**config.mk**
```make
export PLATFORM = sky130hd
export DESIGN_NAME = ext_master_copy_engine
export DESIGN_NICKNAME = d
export VERILOG_FILES = /design/src/rtl/ext_copy_pkg.sv /design/src/rtl/copy_fifo.sv /design/src/rtl/ext_master_copy_engine.sv
export SDC_FILE = /design/constraint.sdc
export NUM_CORES = 1
export LEC_CHECK = 0
export CORE_ASPECT_RATIO = 0.8
export CORE_UTILIZATION = 41
export CTS_CLUSTER_SIZE = 28
export DETAILED_ROUTE_END_ITERATION = 6
export DONT_BUFFER_PORTS = 1
export PLACE_DENSITY = 0.66
export SYNTH_ARGS = -nofsm -noshare
export SYNTH_HDL_FRONTEND = slang
export SYNTH_SLANG_ARGS = --single-unit
```
**constraint.sdc**
```tcl
create_clock -name clk -period 5.6 [get_ports clk]
set_clock_uncertainty 0.15 [all_clocks]
set_input_delay 0.84 -clock clk [delete_from_list [all_inputs] [get_ports clk]]
set_output_delay 0.84 -clock clk [all_outputs]
set_load 0.01 [all_outputs]
```
**src/rtl/ext_copy_pkg.sv**
```systemverilog
// Shared types and constants for the external-master block copy engine.
package ext_copy_pkg;

  typedef enum logic [1:0] {
    IDLE   = 2'd0,
    READ   = 2'd1,
    WRITE  = 2'd2,
    FINISH = 2'd3
  } copy_state_e;

  localparam logic [3:0] BE_ALL    = 4'hF;
  localparam int         ADDR_STEP = 4;

endpackage

```
**src/rtl/copy_fifo.sv**
```systemverilog
// First-word-fall-through staging FIFO between the read and write bursts.
module copy_fifo #(
  parameter int WIDTH = 32,
  parameter int DEPTH = 8
) (
  input  logic             clk,
  input  logic             reset_n,
  input  logic             push,
  input  logic             pop,
  input  logic             flush,
  input  logic [WIDTH-1:0] din,
  output logic [WIDTH-1:0] dout,
  output logic             full,
  output logic             empty
);

  localparam int AW = $clog2(DEPTH);

  logic [WIDTH-1:0] mem [DEPTH];
  logic [AW:0]      wr_q, wr_d, rd_q, rd_d;

  // Pointers carry one extra wrap bit so full and empty can be told apart.
  assign empty = (wr_q == rd_q);
  assign full  = (wr_q[AW] != rd_q[AW]) && (wr_q[AW-1:0] == rd_q[AW-1:0]);
  assign dout  = mem[rd_q[AW-1:0]];

  always_comb begin
    wr_d = wr_q;
    rd_d = rd_q;
    if (flush) begin
      wr_d = '0;
      rd_d = '0;
    end else begin
      if (push && !full)  wr_d = wr_q + (AW+1)'(1);
      if (pop  && !empty) rd_d = rd_q + (AW+1)'(1);
    end
  end

  always_ff @(posedge clk or negedge reset_n) begin
    if (!reset_n) begin
      wr_q <= '0;
      rd_q <= '0;
    end else begin
      wr_q <= wr_d;
      rd_q <= rd_d;
    end
  end

  always_ff @(posedge clk) begin
    if (push && !full && !flush) mem[wr_q[AW-1:0]] <= din;
  end

endmodule

```
**src/rtl/ext_master_copy_engine.sv**
```systemverilog
// Block copy master for the Computer_System external-master bridge: batches of
// reads are staged in a FIFO, then written back out, one request at a time.
module ext_master_copy_engine
  import ext_copy_pkg::*;
#(
  parameter int ADDR_W      = 30,
  parameter int DATA_W      = 32,
  parameter int LEN_W       = 16,
  parameter int FIFO_DEPTH  = 8,
  parameter int TIMEOUT_CYC = 1024
) (
  input  logic              clk,
  input  logic              reset_n,
  input  logic              start,
  input  logic [ADDR_W-1:0] src_addr,
  input  logic [ADDR_W-1:0] dst_addr,
  input  logic [LEN_W-1:0]  word_count,
  output logic              busy,
  output logic              done,
  output logic              error,
  output logic [LEN_W-1:0]  words_done,
  output logic [ADDR_W-1:0] bus_address,
  output logic [3:0]        bus_byte_enable,
  output logic              bus_read,
  output logic              bus_write,
  output logic [DATA_W-1:0] bus_write_data,
  input  logic              bus_acknowledge,
  input  logic [DATA_W-1:0] bus_read_data
);

  localparam int TW = $clog2(TIMEOUT_CYC + 1);
  localparam int BW = $clog2(FIFO_DEPTH + 1);
  localparam logic [ADDR_W-1:0] ADDR_MASK = ~ADDR_W'(3);

  copy_state_e       state_q, state_d;
  logic              req_q, req_d;
  logic [ADDR_W-1:0] src_q, src_d, dst_q, dst_d;
  logic [LEN_W-1:0]  rd_left_q, rd_left_d, words_done_q, words_done_d;
  logic [BW-1:0]     batch_q, batch_d;
  logic [TW-1:0]     tmo_q, tmo_d;
  logic              error_q, error_d;
  logic              abort;
  logic              tmo_last;
  logic              fifo_push, fifo_pop, fifo_flush, fifo_full, fifo_empty;
  logic [DATA_W-1:0] fifo_dout;

  assign tmo_last = (tmo_q == TW'(TIMEOUT_CYC - 1));

  always_comb begin
    state_d      = state_q;
    req_d        = req_q;
    src_d        = src_q;
    dst_d        = dst_q;
    rd_left_d    = rd_left_q;
    words_done_d = words_done_q;
    batch_d      = batch_q;
    error_d      = error_q;
    abort        = 1'b0;
    fifo_push    = 1'b0;
    fifo_pop     = 1'b0;
    fifo_flush   = 1'b0;
    tmo_d        = req_q ? tmo_q + TW'(1) : '0;

    unique case (state_q)
      IDLE: begin
        if (start) begin
          error_d      = 1'b0;
          words_done_d = '0;
          if (word_count != '0) begin
            src_d     = src_addr & ADDR_MASK;
            dst_d     = dst_addr & ADDR_MASK;
            rd_left_d = word_count;
            batch_d   = '0;
            req_d     = 1'b1;
            state_d   = READ;
          end else begin
            state_d = FINISH;
          end
        end
      end
      // The request always drops for one cycle after an ack; a state change
      // happens on the ack itself so that idle cycle lands in the new state.
      READ: begin
        if (!req_q) begin
          req_d = 1'b1;
        end else if (bus_acknowledge) begin
          req_d     = 1'b0;
          fifo_push = !fifo_full;
          src_d     = src_q + ADDR_W'(ADDR_STEP);
          rd_left_d = rd_left_q - LEN_W'(1);
          batch_d   = batch_q + BW'(1);
          if (batch_q == BW'(FIFO_DEPTH - 1) || rd_left_q == LEN_W'(1)) state_d = WRITE;
        end else if (tmo_last) begin
          abort = 1'b1;
        end
      end
      WRITE: begin
        if (!req_q) begin
          req_d = 1'b1;
        end else if (bus_acknowledge) begin
          req_d        = 1'b0;
          fifo_pop     = !fifo_empty;
          dst_d        = dst_q + ADDR_W'(ADDR_STEP);
          words_done_d = words_done_q + LEN_W'(1);
          batch_d      = batch_q - BW'(1);
          if (batch_q == BW'(1)) state_d = (rd_left_q != '0) ? READ : FINISH;
        end else if (tmo_last) begin
          abort = 1'b1;
        end
      end
      FINISH: state_d = IDLE;
      default: state_d = IDLE;
    endcase

    if (abort) begin
      req_d      = 1'b0;
      error_d    = 1'b1;
      fifo_flush = 1'b1;
      batch_d    = '0;
      state_d    = FINISH;
    end
  end

  always_ff @(posedge clk or negedge reset_n) begin
    if (!reset_n) begin
      state_q      <= IDLE;
      req_q        <= 1'b0;
      src_q        <= '0;
      dst_q        <= '0;
      rd_left_q    <= '0;
      words_done_q <= '0;
      batch_q      <= '0;
      tmo_q        <= '0;
      error_q      <= 1'b0;
    end else begin
      state_q      <= state_d;
      req_q        <= req_d;
      src_q        <= src_d;
      dst_q        <= dst_d;
      rd_left_q    <= rd_left_d;
      words_done_q <= words_done_d;
      batch_q      <= batch_d;
      tmo_q        <= tmo_d;
      error_q      <= error_d;
    end
  end

  copy_fifo #(
    .WIDTH(DATA_W),
    .DEPTH(FIFO_DEPTH)
  ) u_fifo (
    .clk    (clk),
    .reset_n(reset_n),
    .push   (fifo_push),
    .pop    (fifo_pop),
    .flush  (fifo_flush),
    .din    (bus_read_data),
    .dout   (fifo_dout),
    .full   (fifo_full),
    .empty  (fifo_empty)
  );

  assign busy            = (state_q == READ) || (state_q == WRITE);
  assign done            = (state_q == FINISH);
  assign error           = error_q;
  assign words_done      = words_done_q;
  assign bus_read        = req_q && (state_q == READ);
  assign bus_write       = req_q && (state_q == WRITE);
  assign bus_byte_enable = req_q ? BE_ALL : 4'h0;
  assign bus_address     = bus_read ? src_q : (bus_write ? dst_q : '0);
  assign bus_write_data  = bus_write ? fifo_dout : '0;

endmodule

```
## Word-level counts from Yosys, hierarchy flattened

Memories as Yosys holds them, arrays and structs flattened.
Cells that the tools add are included.

- Divide/modulo/power cells: 0
- Equal/unequal tests: 24
- Muxes and demuxes: 69
- Bitwise operators: 0
- Multipliers: 0
- Add/subtract/negate cells: 9
- Shift operators: 0
- Magnitude comparators: 0
- Reductions and logical operators: 30

Operator list:

| operator | number |
|---|---|
| 2-to-1 mux 30 bit | 10 |
| case mux 30 bit (2 select lines) | 2 |
| 2-to-1 mux 16 bit | 7 |
| case mux 16 bit (2 select lines) | 2 |
| adder 30 x 3 -> 30 bit, second input constant | 2 |
| 2-to-1 mux 4 bit | 12 |
| 2-to-1 mux 32 bit | 1 |
| nonzero test 16 bit | 2 |
| != test 3 bit, second input constant | 8 |
| 2-to-1 mux 1 bit | 21 |
| 2-to-1 mux 2 bit | 10 |
| adder 16 x 1 -> 16 bit, second input constant | 1 |
| equality test 16 x 1 -> 1 bit, second input constant | 1 |
| subtractor 16 x 1 -> 16 bit, second input constant | 1 |
| AND reduction 7 bit | 2 |
| adder 4 x 1 -> 4 bit, second input constant | 3 |
| != test 2 bit, second input constant | 6 |
| case mux 4 bit (3 select lines) | 1 |
| nonzero test 2 bit | 6 |
| adder 11 x 1 -> 11 bit, second input constant | 1 |
| equality test 11 x 10 -> 1 bit, second input constant | 1 |
| 2-to-1 mux 11 bit | 1 |
| AND reduction 5 bit | 2 |
| case mux 2 bit (4 select lines) | 1 |
| other kinds (19) | 28 |

- RAM bits: 256
- Flip-flop bits (word level): 119
- Input bits: 112
- Memories: 1
- Word-level logic and storage cells: 144
- Bits in read-only memories: 0
- Output and inout port bits: 87
- Bits in latches: 0

Memories:

| name | depth | width | read ports | clocked after Yosys merged registers in | write ports | line | source |
|---|---|---|---|---|---|---|---|
| u_fifo.mem | 8 | 32 | 1 | 0 | 1 | copy_fifo.sv:19 | `logic [WIDTH-1:0] mem [DEPTH];` |

## Depth between registers and ports, before layout

Gate-level depths: netlist (run 1).

- Word-level depth: 10
- Mapped depth: 9
- Mapped depth without buffers: 7

## Hierarchy

From an unflattened synthesis (run 1), not the netlist that was laid out.

- Cell total of the unflattened synthesis: 1314
- Area, all modules: 17808.3 um2

Modules (own cells, without submodules):

| module | times used | area each (um2) | sequential area each (um2) | cells an instance |
|---|---|---|---|---|
| copy_fifo | 1 | 10408.7 | 7887.6 | 450 |
| ext_master_copy_engine | 1 | 7399.6 | 2677.6 | 864 |

## Least setup slack after synthesis (run 1)

No wires, ideal clock.

- Path type: register to register
- Start: register state_q[1]
- End: memory u_fifo.mem[0][0] (enable)
- Arrival time: 3711 ps
- Clock period less this slack: 4322 ps
- Data required time: 4989 ps
- Cell stages (with the launch flop): 8
- Path buffers: 1
- Setup time: 461 ps
- Slack: 1278 ps
- Path through: dfrtp_1 inv_1 ha_1 buf_4 nand3_1 a41oi_1 nand2b_1 nor3_1

- Cells in the longest elaborated chain, start to end: 8
- Elaborated cells between the ends (all ways): 11
- Classes of those cells: eq/ne (2); mux (5); reduce/logical (4)

RTL lines:

| what | line | source |
|---|---|---|
| start, declared | ext_master_copy_engine.sv:35 | `copy_state_e state_q, state_d;` |
| start signal, assigned | ext_master_copy_engine.sv:136 | `state_q <= state_d;` |
| equality test 2 x 1 -> 1 bit / equality test 2 bit (equally long branches) | ext_master_copy_engine.sv:64 | `unique case (state_q)` |
| OR reduction 2 bit (no line) | n/a |  |
| 2-to-1 mux 1 bit | n/a |  |
| 2-to-1 mux 1 bit | ext_master_copy_engine.sv:115 | `if (abort) begin` |
| logical NOT 1 bit | copy_fifo.sv:50 | `if (push && !full && !flush) mem[wr_q[AW-1:0]] <= din;` |
| logical AND 1 bit (*) | copy_fifo.sv:50 |  |
| 2-to-1 mux 1 bit (*) | copy_fifo.sv:50 |  |
| 2-to-1 mux 1 bit (implied by the code) (*) | copy_fifo.sv:50 |  |
| end, declared | copy_fifo.sv:19 |  |

Mark *: on every way between the ends. The rest lies on a longest branch, timed or not.

## Worst setup path in the final report (run 1)

- Start: register state_q[0]
- End: output port bus_address[28]

- Cells in the longest elaborated chain, start to end: 4
- Elaborated cells between the ends (all ways): 6
- Classes of those cells: eq/ne (2); mux (2); reduce/logical (2)

RTL lines:

| what | line | source |
|---|---|---|
| equality test 2 bit | ext_master_copy_engine.sv:168 | `assign bus_write = req_q && (state_q == WRITE);` |
| logical AND 1 bit | ext_master_copy_engine.sv:168 |  |
| 2-to-1 mux 30 bit | ext_master_copy_engine.sv:170 | `assign bus_address = bus_read ? src_q : (bus_write ? dst_q : '0);` |
| 2-to-1 mux 30 bit (*) | ext_master_copy_engine.sv:170 |  |
| end, declared | ext_master_copy_engine.sv:22 | `output logic [ADDR_W-1:0] bus_address,` |

Marks and branches as above.

==> summary.log, run 1 <==
[outcome] result of the run complete, no violations
[synthesis] mapped cell area 0.0174 mm^2
[critical_path] CP endpoint kind output port
[placed_design] port buffer count 0
[timing] count of pins over their slew limit 0
[timing] highest clock rate 241 MHz
[timing] setup total negative slack 0 ns
[placed_design] detailed placement HPWL 26,600 um
[floorplan] placeable core area 0.0419 mm^2
[grt] All-Layer GR Usage 0.195
[floorplan] number of I/O pins 199
[synthesis] most frequently used flop master after synthesis edfxtp_1
[cells_and_area] fraction of final layout cells with drive strength greater than 1 0.156
[timing] post-route clock period utilization 0.740
[grt] pin count of the biggest net entering global routing 116
[timing] post-layout min period 4.15 ns
[cells_and_area] number of standard cells in the layout, taps in and fillers out 1,831
[clocking] clk slew on worst S/H paths 0.06 ns
[timing] headroom to the max-slew limit 0.261
[clocking] clock insertion delay at the later pin of the skew report 0.56 ns
[floorplan] die extent in y 186 um
[drt] number of design-rule violations left by the first detailed-router iteration 955
[cells_and_area] net count reported at finish 1,380
[power_and_ir_drop] pwr dens 536 mW/mm^2
[placed_design] number of cells in the design after placement 1,762
[synthesis] Post-Synthesis Mean Instance Area 13.6 um^2
[clocking] number of buffers inserted during clock tree synthesis 39
[grt] initial antenna violation count 0
[timing] RSZ-0062 raised after global routing false
[drt] post-detailed-route wirelength per cell 23.0 um
[synthesis] number of warnings printed during yosys synthesis 0
[drt] post-detailed-route DRC marker count 0
[critical_path] r2r worst-path depth 5
[drt] first-pass iteration count of the detailed router 5
[clocking] clock tree from TritonCTS built
[floorplan] Horiz. Die Dim 233 um
[critical_path] Worst EP arrival 3.16 ns
[floorplan] Initial Util 0.416
[floorplan] Std-Cell Rows 67
[critical_path] data required time at the worst endpoint 4.61 ns
[synthesis] proportion of register bits with asynchronous set or reset after synthesis 0.310
[synthesis] number of flops mapped to enable cells by yosys 256
[drt] remaining number of nets flagged by the antenna check after routing 0
[power_and_ir_drop] worst ir drop on vdd 303 uV
[critical_path] CP startpoint kind flop
[placed_design] Routability Congestion 0.925
[clocking] hold-fix buffers at CTS 1
[grt] global-route wire length before repair 65,200 um
[cells_and_area] total inserted antenna cells 0
[cells_and_area] area growth from synthesis to final layout 10.1%
[clocking] root buffer cell clkbuf_16
[drt] count of vias placed by the detailed router 11,004
[timing] final hold violations 0
[timing] transition at the pin with the smallest max-transition slack 1.11 ns
[cells_and_area] Filler Cell Count 3,675
[grt] remaining global-route overflow 0
[synthesis] share of the yosys chip area belonging to registers 0.606
[clocking] CTS Sinks 371
[clocking] Clock Path Buffers 3
[floorplan] die area 0.0434 mm^2
[power_and_ir_drop] Final Power 0.0103 W
[critical_path] Critical Setup Path Class reg2out
[timing] # setup viols final 0
[synthesis] Yosys cell types 89
[drt] Total Wirelength 42,100 um
[grt] via count of the first global-routing pass 10,588
[run] max cap viols 0
[synthesis] total of flip-flops plus latches after synthesis 371
[synthesis] number of cells produced by synthesis 1,282
[clocking] CTS H-tree lvls 2
[clocking] Post-CTS Setup Bufs 0
[clocking] Resized cells post-CTS 0
[drt] per-cell via count in the routed design 6.01
[min_path] hold crit path type in2async
[power_and_ir_drop] static leakage 6.62 nW
[critical_path] critical path fanouts, max 41
-- cell usage in the layout, fill, tap and decap left out, types with 4 or more instances in the layout --
master,n
a211oi_2,5
a21o_1,7
a21oi_1,72
a22o_1,31
a31o_2,9
a31oi_1,10
a41o_1,11
a41oi_1,4
and2_1,19
and3_1,23
and4_1,8
buf_4,18
clkbuf_1,8
clkbuf_16,39
clkinv_1,5
clkinv_2,4
dfrtp_1,112
edfxtp_1,256
ha_1,14
inv_1,14
mux2i_1,43
mux4_2,64
nand2_1,50
nand2b_1,8
nand3_1,39
nand4_1,31
nor2_1,90
nor2_4,6
nor3_1,23
nor4_1,9
o2111ai_1,11
o211ai_1,9
o21ai_0,50
o21bai_1,5
o22ai_1,41
xnor2_1,14
xor2_1,17
-- metal layers --
layer / track usage / share of wire / vias up
met4: 0.0525 / 0.026 / 0
met2: 0.275 / 0.43 / 349
met5: 0 / 0 / -
met3: 0.0495 / 0.080 / 72
met1: 0.297 / 0.46 / 5591
li1: - / - / 4992
-- logic make-up after synthesis --
kind of cell	synth area share
multiplexers	0.111
AND/OR/NAND/NOR	0.108
flip-flops	0.606
adder cells (fa/ha/maj)	0.0115
AO/OA/AOI/OAI	0.120
other	0.000215
XOR/XNOR	0.0156
buffers and inverters	0.0284
-- sequential cells by signal (all words and copies together) (netlist names) --
| signal | cells |
|---|---|
| dst_q | 28 |
| u_fifo.wr_q | 4 |
| req_q | 1 |
| u_fifo.rd_q | 4 |
| batch_q | 4 |
| words_done | 16 |
| error | 1 |
| u_fifo.mem | 256 |
| tmo_q | 11 |
| src_q | 28 |
| state_q | 2 |
| rd_left_q | 16 |
-- power by group --
part	switching (W)	internal (W)
registers	0.000777	0.00340
clock network	0.00112	0.00146
logic	0.00203	0.00150
-- stage by stage --
stage / hold slack (ns) / setup WS, ns / instance area, um^2 / util
floorplan: 0.282 / 1.28 / 17400 / -
global placement: 0.303 / 2.00 / 17900 / 0.427
detailed placement: 0.303 / 1.95 / 17900 / 0.427
CTS: 0.113 / 1.45 / 19200 / 0.458
global route: 0.123 / 1.28 / 19200 / 0.458
finish: 0.0736 / 1.45 / 19200 / 0.458
-- synthesized netlist by cell type, types with 16 or more instances --
master,count,area (um^2)
and3_1,23,144
clkbuf_1,32,120
nor2_1,97,364
o22ai_1,41,257
a21oi_1,72,360
buf_2,37,185
nand4_1,31,194
o21ai_0,50,250
nor3_1,25,125
dfrtp_1,115,2880
mux2i_1,43,430
a22o_1,31,272
and2_1,19,119
ha_1,16,200
mux4_2,64,1440
edfxtp_1,256,7690
xor2_1,17,149
nand3_1,39,195
nand2_1,51,191
-- final cells by class --
type,instances,area (um^2),share of cell area
timing repair buffer,19,163,0.00847
tap,552,691,0.0360
sequential,371,10600,0.551
inverter,14,52.6,0.00274
clock buffer,48,1020,0.0531
multi-input combinational,807,6450,0.336
clock inverter,20,244,0.0127
-- worst max-delay path: stages (launching register included) --
cell and delay [ns]:
dfrtp_1 0.42, inv_1 0.10, ha_2 0.31, buf_4 0.48, nand2_2 0.11, nor2_2 0.83
a22o_1 0.34
-- final timing paths --
kind	start	end	slack [ns]
max	state_q[0]	bus_address[28]	1.45
min reg2reg	tmo_q[0]	tmo_q[0]	0.31
min	reset_n	tmo_q[5]	0.07
max reg2reg	req_q	u_fifo.mem[4][23]	1.99
min in group clk	bus_read_data[14]	u_fifo.mem[3][14]	0.23
max in group asynchronous	reset_n	dst_q[7]	4.69
(Power assumes the default switching activity.)
==> inputs of run 2 (changes only) <==
PLACE_DENSITY = 0.68   (was 0.66)
clock period = 3.6 ns   (was 5.6 ns; I/O delays follow)
==> summary.log, run 2 (synthesized netlist as in run 1, its figures left out) <==
[cells_and_area] area growth from synthesis to final layout 14.0%
[cells_and_area] multi-input combinational cell area 0.00647 mm^2 [+0.27%]
[timing] setup total negative slack 0 ns [unchanged]
[critical_path] worst path bufs/invs 1 [-1]
[timing] post-layout min period 3.22 ns
[timing] highest clock rate 311 MHz
[placed_design] detailed placement HPWL 26,800 um [+1.1%]
[power_and_ir_drop] pwr dens 816 mW/mm^2 [+52%]
[clocking] clock insertion delay at the later pin of the skew report 0.57 ns [about the same]
[critical_path] Worst EP arrival 2.53 ns [-0.63 ns]
[cells_and_area] utilization after layout 0.474 [+0.0164]
[timing] transition at the pin with the smallest max-transition slack 0.964 ns [-0.144 ns]
[floorplan] number of I/O pins 199 [unchanged]
[timing] headroom to the max-slew limit 0.355 [+0.0934]
[placed_design] Routability Congestion 0.981 [+6.0%]
[outcome] result of the run complete, no violations
[drt] post-detailed-route wirelength per cell 22.6 um [-1.6%]
[critical_path] kind of cell with the highest combined delay on the critical path flip-flops
[placed_design] port buffer count 0 [unchanged]
[timing] final hold violations 0 [unchanged]
[critical_path] CP endpoint kind output port
[critical_path] CP startpoint kind flop
[timing] post-route clock period utilization 0.894
[cells_and_area] highest-count cells in the layout ignoring fill and taps 256 x edfxtp_1, 112 x dfrtp_1, 90 x nor2_1
[min_path] HP Start src_addr[10]
[grt] global-route wire length before repair 66,100 um [+1.4%]
[critical_path] r2r worst-path depth 8 [+3]
[clocking] number of buffers inserted during clock tree synthesis 39 [unchanged]
[critical_path] startpoint of the most critical register-to-register path state_q[0]
[drt] count of vias placed by the detailed router 11,408 [+3.7%]
[floorplan] Std-Cell Rows 67 [unchanged]
[cells_and_area] net count reported at finish 1,441 [+4.4%]
[min_path] Hold Path Depth 2
[floorplan] placeable core area 0.0419 mm^2 [unchanged]
[clocking] CTS H-tree lvls 2 [unchanged]
[drt] first-pass iteration count of the detailed router 5 [unchanged]
[cells_and_area] Post-Layout Inst Area 0.0199 mm^2 [+3.6%]
[timing] # setup viols final 0 [unchanged]
[cells_and_area] fraction of final layout cells with drive strength greater than 1 0.158 [+0.00199]
[critical_path] list of cells traversed by the critical path nand2_4 -> nor2_2 -> buf_4 -> a22o_1
[grt] via count of the first global-routing pass 11,019 [+4.1%]
[power_and_ir_drop] worst ir drop on vdd 485 uV [+60%]
[clocking] Clock Path Buffers 3 [unchanged]
[clocking] Post-CTS Setup Bufs 0 [unchanged]
[clocking] root buffer cell clkbuf_16
[cells_and_area] max FFs per register 256 [unchanged]
[cells_and_area] total inserted antenna cells 0 [unchanged]
[timing] count of pins over their slew limit 0 [unchanged]
[drt] remaining number of nets flagged by the antenna check after routing 0 [unchanged]
[critical_path] capturing point of the worst reg2reg path dst_q[21]
[cells_and_area] Filler Cell Count 3,635 [-1.1%]
[critical_path] Critical Setup Path Class reg2out
[floorplan] Horiz. Die Dim 233 um [unchanged]
[timing] RSZ-0062 raised after global routing false
[drt] number of design-rule violations left by the first detailed-router iteration 996 [+4.3%]
[grt] All-Layer GR Usage 0.197 [+0.00193]
[min_path] Hold Path End src_q[10]
[min_path] hold crit path type in2reg
[grt] initial antenna violation count 1 [+1]
[floorplan] die extent in y 186 um [unchanged]
[grt] remaining global-route overflow 0 [unchanged]
[drt] post-detailed-route DRC marker count 0 [unchanged]
[clocking] CTS Sinks 371 [unchanged]
[critical_path] data required time at the worst endpoint 2.91 ns [-1.70 ns]
[cells_and_area] most frequent standard cell in the layout excluding fill and tap cells edfxtp_1
[drt] Total Wirelength 42,800 um [+1.6%]
[clocking] clock tree from TritonCTS built
[drt] per-cell via count in the routed design 6.03 [+0.38%]
[power_and_ir_drop] static leakage 6.91 nW [+4.3%]
[critical_path] max incr delay on CP 0.84 ns [about the same]
[run] max cap viols 0 [unchanged]
[floorplan] die area 0.0434 mm^2 [unchanged]
[floorplan] Initial Util 0.416 [unchanged]
[cells_and_area] flip-flop and latch area 0.0106 mm^2 [unchanged]
[critical_path] critical path fanouts, max 28 [-32%]
[critical_path] worst reg-to-reg setup slack 0.67 ns [-1.32 ns]
[grt] pin count of the biggest net entering global routing 116 [unchanged]
[placed_design] Placed Area 0.0181 mm^2 [+1.3%]
[critical_path] slowest stage cell, crit path dfrtp_1
[clocking] clk slew on worst S/H paths 0.06 ns [about the same]
[run 2: changes by cell type in the layout (fill, tap and decap cells not counted), moves of 2 or more]
cell	previous run	this run
nor3_4	0	2
clkbuf_1	8	6
inv_6	2	0
clkinv_2	4	6
buf_4	18	21
dlygate4sd3_1	0	48
nor3_2	3	1
buf_12	0	10
clkinv_1	5	7
[run 2: worst max path at each step]
| stage | from | to | slack (ns) | cells after the start |
|---|---|---|---|---|
| after global placement | req_q | bus_address[27] | 0.74 | 4 |
| final | req_q | bus_address[17] | 0.38 | 4 |
| after CTS | req_q | bus_address[27] | 0.09 | 4 |
| after floorplan | state_q[1] | u_fifo.mem[7][0] | 0.1 | 7 |
| after global routing | req_q | bus_address[25] | 0.21 | 4 |
| after detailed placement | req_q | bus_address[17] | 0.66 | 4 |
[run 2: what timing repair did]
| item | in CTS | in global routing |
|---|---|---|
| resized for setup | 0 | 1 |
| endpoints found under the setup margin | 0 | 28 |
| hold buffers | 49 | 0 |
| endpoints found under the hold margin | 386 | 0 |
[run 2: cell type report]
cell class / instances / share of cell area
clock buffer: 47 / 0.0516
clock inverter: 20 / 0.0103
inverter: 14 / 0.00264
multi-input combinational: 807 / 0.325
sequential: 371 / 0.532
tap: 552 / 0.0347
timing repair buffer: 80 / 0.0435
[run 2: metal layers]
layer  GRT usage  vias to the layer above  routed length (um)
li1            -                     5119                   -
met1       0.292                     5752               19000
met2       0.285                      442               18800
met3      0.0483                       93                3800
met4      0.0596                        2                1200
met5           0                        -                  10
[run 2: power by group]
group / internal, W / total, W / switching [W] / leakage, nW
Combinational: 0.00251 / 0.00585 / 0.00334 / 2.59
Sequential: 0.00528 / 0.00646 / 0.00117 / 3.72
Clock: 0.00220 / 0.00392 / 0.00171 / 0.602
[run 2: per-stage QoR]
| step | power (W) | worst slack, ns | hold slack [ns] | instances |
|---|---|---|---|---|
| after floorplan | 0.0107 | 0.0984 | 0.0944 | 1283 |
| after global placement | 0.0120 | 0.736 | 0.105 | 1775 |
| after detailed placement | 0.0122 | 0.660 | 0.105 | 1775 |
| after CTS | 0.0163 | 0.0864 | 0.00212 | 1891 |
| after global routing | 0.0171 | 0.208 | 0.00851 | 1891 |
| final | 0.0162 | 0.382 | 0.0156 | 1891 |
==> inputs of run 3 (changes only) <==
GPL_TIMING_DRIVEN = 0   (was not set)
==> summary.log, run 3 (synthesized netlist as in run 1, its figures left out) <==
[outcome] result of the run complete, no violations
[timing] post-layout min period 3.41 ns [+0.187 ns]
[drt] Total Wirelength 47,100 um [+10%]
[min_path] HP Start word_count[6]
[drt] post-detailed-route DRC marker count 0 [unchanged]
[drt] number of design-rule violations left by the first detailed-router iteration 1,288 [+29%]
[timing] headroom to the max-slew limit 0.382 [+0.0270]
[placed_design] port buffer count 0 [unchanged]
[floorplan] Std-Cell Rows 67 [unchanged]
[critical_path] startpoint of the most critical register-to-register path state_q[1]
[timing] final hold violations 0 [unchanged]
[critical_path] max incr delay on CP 0.59 ns [-0.25 ns]
[critical_path] list of cells traversed by the critical path inv_1 -> ha_1 -> buf_6 -> nand2_1 -> clkbuf_1 -> nor2_1
[timing] # setup viols final 0 [unchanged]
[run] max cap viols 0 [unchanged]
[min_path] hold crit path type in2reg
[drt] remaining number of nets flagged by the antenna check after routing 0 [unchanged]
[placed_design] number of cells in the design after placement 1,845 [+3.9%]
[power_and_ir_drop] pwr dens 828 mW/mm^2 [+1.4%]
[clocking] CTS Sinks 371 [unchanged]
[cells_and_area] fraction of final layout cells with drive strength greater than 1 0.173 [+0.0157]
[timing] post-route clock period utilization 0.946 [+0.0519]
[critical_path] CP endpoint kind output port
[timing] setup total negative slack 0 ns [unchanged]
[grt] All-Layer GR Usage 0.218 [+0.0215]
[floorplan] die extent in y 186 um [unchanged]
[timing] count of pins over their slew limit 0 [unchanged]
[placed_design] Placed Area 0.0184 mm^2 [+1.4%]
[grt] pin count of the biggest net entering global routing 116 [unchanged]
[placed_design] detailed placement HPWL 32,100 um [+20%]
[power_and_ir_drop] worst ir drop on vdd 624 uV [+29%]
[clocking] Clock Path Buffers 3 [unchanged]
[cells_and_area] most frequent standard cell in the layout excluding fill and tap cells edfxtp_1
[clocking] clock insertion delay at the later pin of the skew report 0.58 ns [about the same]
[timing] RSZ-0062 raised after global routing false
[cells_and_area] Filler Cell Count 3,612 [-0.63%]
[cells_and_area] max FFs per register 256 [unchanged]
[placed_design] Routability Congestion 0.973 [-0.79%]
[clocking] clock tree from TritonCTS built
[critical_path] Worst Setup SP state_q[0]
[timing] transition at the pin with the smallest max-transition slack 0.919 ns [-0.0454 ns]
[clocking] clk slew on worst S/H paths 0.06 ns [about the same]
[floorplan] Initial Util 0.416 [unchanged]
[critical_path] slowest stage cell, crit path clkbuf_1
[power_and_ir_drop] static leakage 7.22 nW [+4.5%]
[clocking] number of buffers inserted during clock tree synthesis 39 [unchanged]
[timing] highest clock rate 294 MHz [-5.5%]
[critical_path] data required time at the worst endpoint 2.91 ns [about the same]
[floorplan] die area 0.0434 mm^2 [unchanged]
[drt] post-detailed-route wirelength per cell 23.7 um [+4.8%]
[drt] count of vias placed by the detailed router 11,969 [+4.9%]
[grt] global-route wire length before repair 71,500 um [+8.2%]
[grt] initial antenna violation count 2 [+1]
[floorplan] number of I/O pins 199 [unchanged]
[timing] post-route worst hold slack 0.0206 ns [+0.00506 ns]
[cells_and_area] multi-input combinational cell area 0.00645 mm^2 [-0.29%]
[critical_path] Critical Setup Path Class reg2out
[drt] per-cell via count in the routed design 6.03 [about the same]
[floorplan] placeable core area 0.0419 mm^2 [unchanged]
[critical_path] critical path fanouts, max 10 [-64%]
[cells_and_area] highest-count cells in the layout ignoring fill and taps 256 x edfxtp_1, 115 x dfrtp_1, 90 x nor2_1
[floorplan] Horiz. Die Dim 233 um [unchanged]
[cells_and_area] area growth from synthesis to final layout 17.2%
[grt] remaining global-route overflow 0 [unchanged]
[cells_and_area] net count reported at finish 1,531 [+6.2%]
[critical_path] CP startpoint kind flop
[grt] via count of the first global-routing pass 11,509 [+4.4%]
[drt] first-pass iteration count of the detailed router 5 [unchanged]
[clocking] root buffer cell clkbuf_16
[cells_and_area] Post-Layout Inst Area 0.0204 mm^2 [+2.8%]
[critical_path] Worst EP arrival 2.72 ns [+0.19 ns]
[cells_and_area] number of standard cells in the layout, taps in and fillers out 1,985 [+5.0%]
[cells_and_area] flip-flop and latch area 0.0106 mm^2 [about the same]
[clocking] CTS H-tree lvls 2 [unchanged]
==> run 3: cell types whose count changed in the layout (fill, tap and decap cells not counted), sizes merged <==
cell         before  now
clkinv           14   16
clkinvlp          1    2
dlygate4sd3      48   65
buf              32   68
diode             0    2
bufinv            2    4
clkbuf           47   81
==> run 3: area by class of cell <==
| class | count | share of cell area |
|---|---|---|
| clock buffer | 44 | 0.0497 |
| sequential | 371 | 0.517 |
| multi-input combinational | 807 | 0.316 |
| antenna | 2 | 0.000245 |
| buffer | 91 | 0.0226 |
| clock inverter | 25 | 0.0138 |
| tap | 552 | 0.0338 |
| timing repair buffer | 79 | 0.0443 |
| inverter | 14 | 0.00257 |
==> run 3: timing repair <==
item                                    in CTS  in global routing
hold buffers                                66                  0
pin swaps                                    0                  2
setup buffers                                0                  3
endpoints found under the setup margin      30                 61
hold endpoints to repair                   403                  0
gates resized for setup                      8                  5
==> run 3: routing by layer <==
metal,global-route usage,part of all wire,vias to the layer above
met5,0,0,-
li1,-,-,5307
met2,0.317,0.44,515
met3,0.0581,0.095,65
met1,0.323,0.44,6082
met4,0.0578,0.022,0
==> run 3: path summary, 6_finish.rpt <==
check	to	slack (ns)	cells past startpoint
max in group asynchronous	u_fifo.wr_q[1]	2.34	2
worst min register to register	tmo_q[0]	0.32	1
worst min-delay path	rd_left_q[6]	0.02	2
worst max-delay path	bus_write_data[30]	0.19	6
worst max register to register	u_fifo.mem[3][26]	0.34	8
min in group asynchronous	rd_left_q[6]	0.42	2
==> run 3: worst max-delay path: cells and delay by family, from the launching register on <==
family        cells  cell delay [ns]
fa+ha+maj         1             0.29
buf+inv           3             0.85
flops             1             0.40
simple gates      2             0.62
==> run 3: power by group <==
part	internal (W)	switching, W	total (W)
clock network	0.00235	0.00177	0.00411
logic	0.00266	0.00394	0.00660
registers	0.00528	0.000921	0.00620
==> run 3: metrics by stage <==
stage / util / power, W / setup slack [ns]
5_1_grt: 0.487 / 0.0178 / 0.0539
3_5_place_dp: 0.439 / 0.0126 / 0.0931
4_1_cts: 0.487 / 0.0169 / 0.00740
2_1_floorplan: - / 0.0107 / 0.0984
6_report: 0.487 / 0.0169 / 0.195
3_3_place_gp: 0.433 / 0.0124 / -1.62
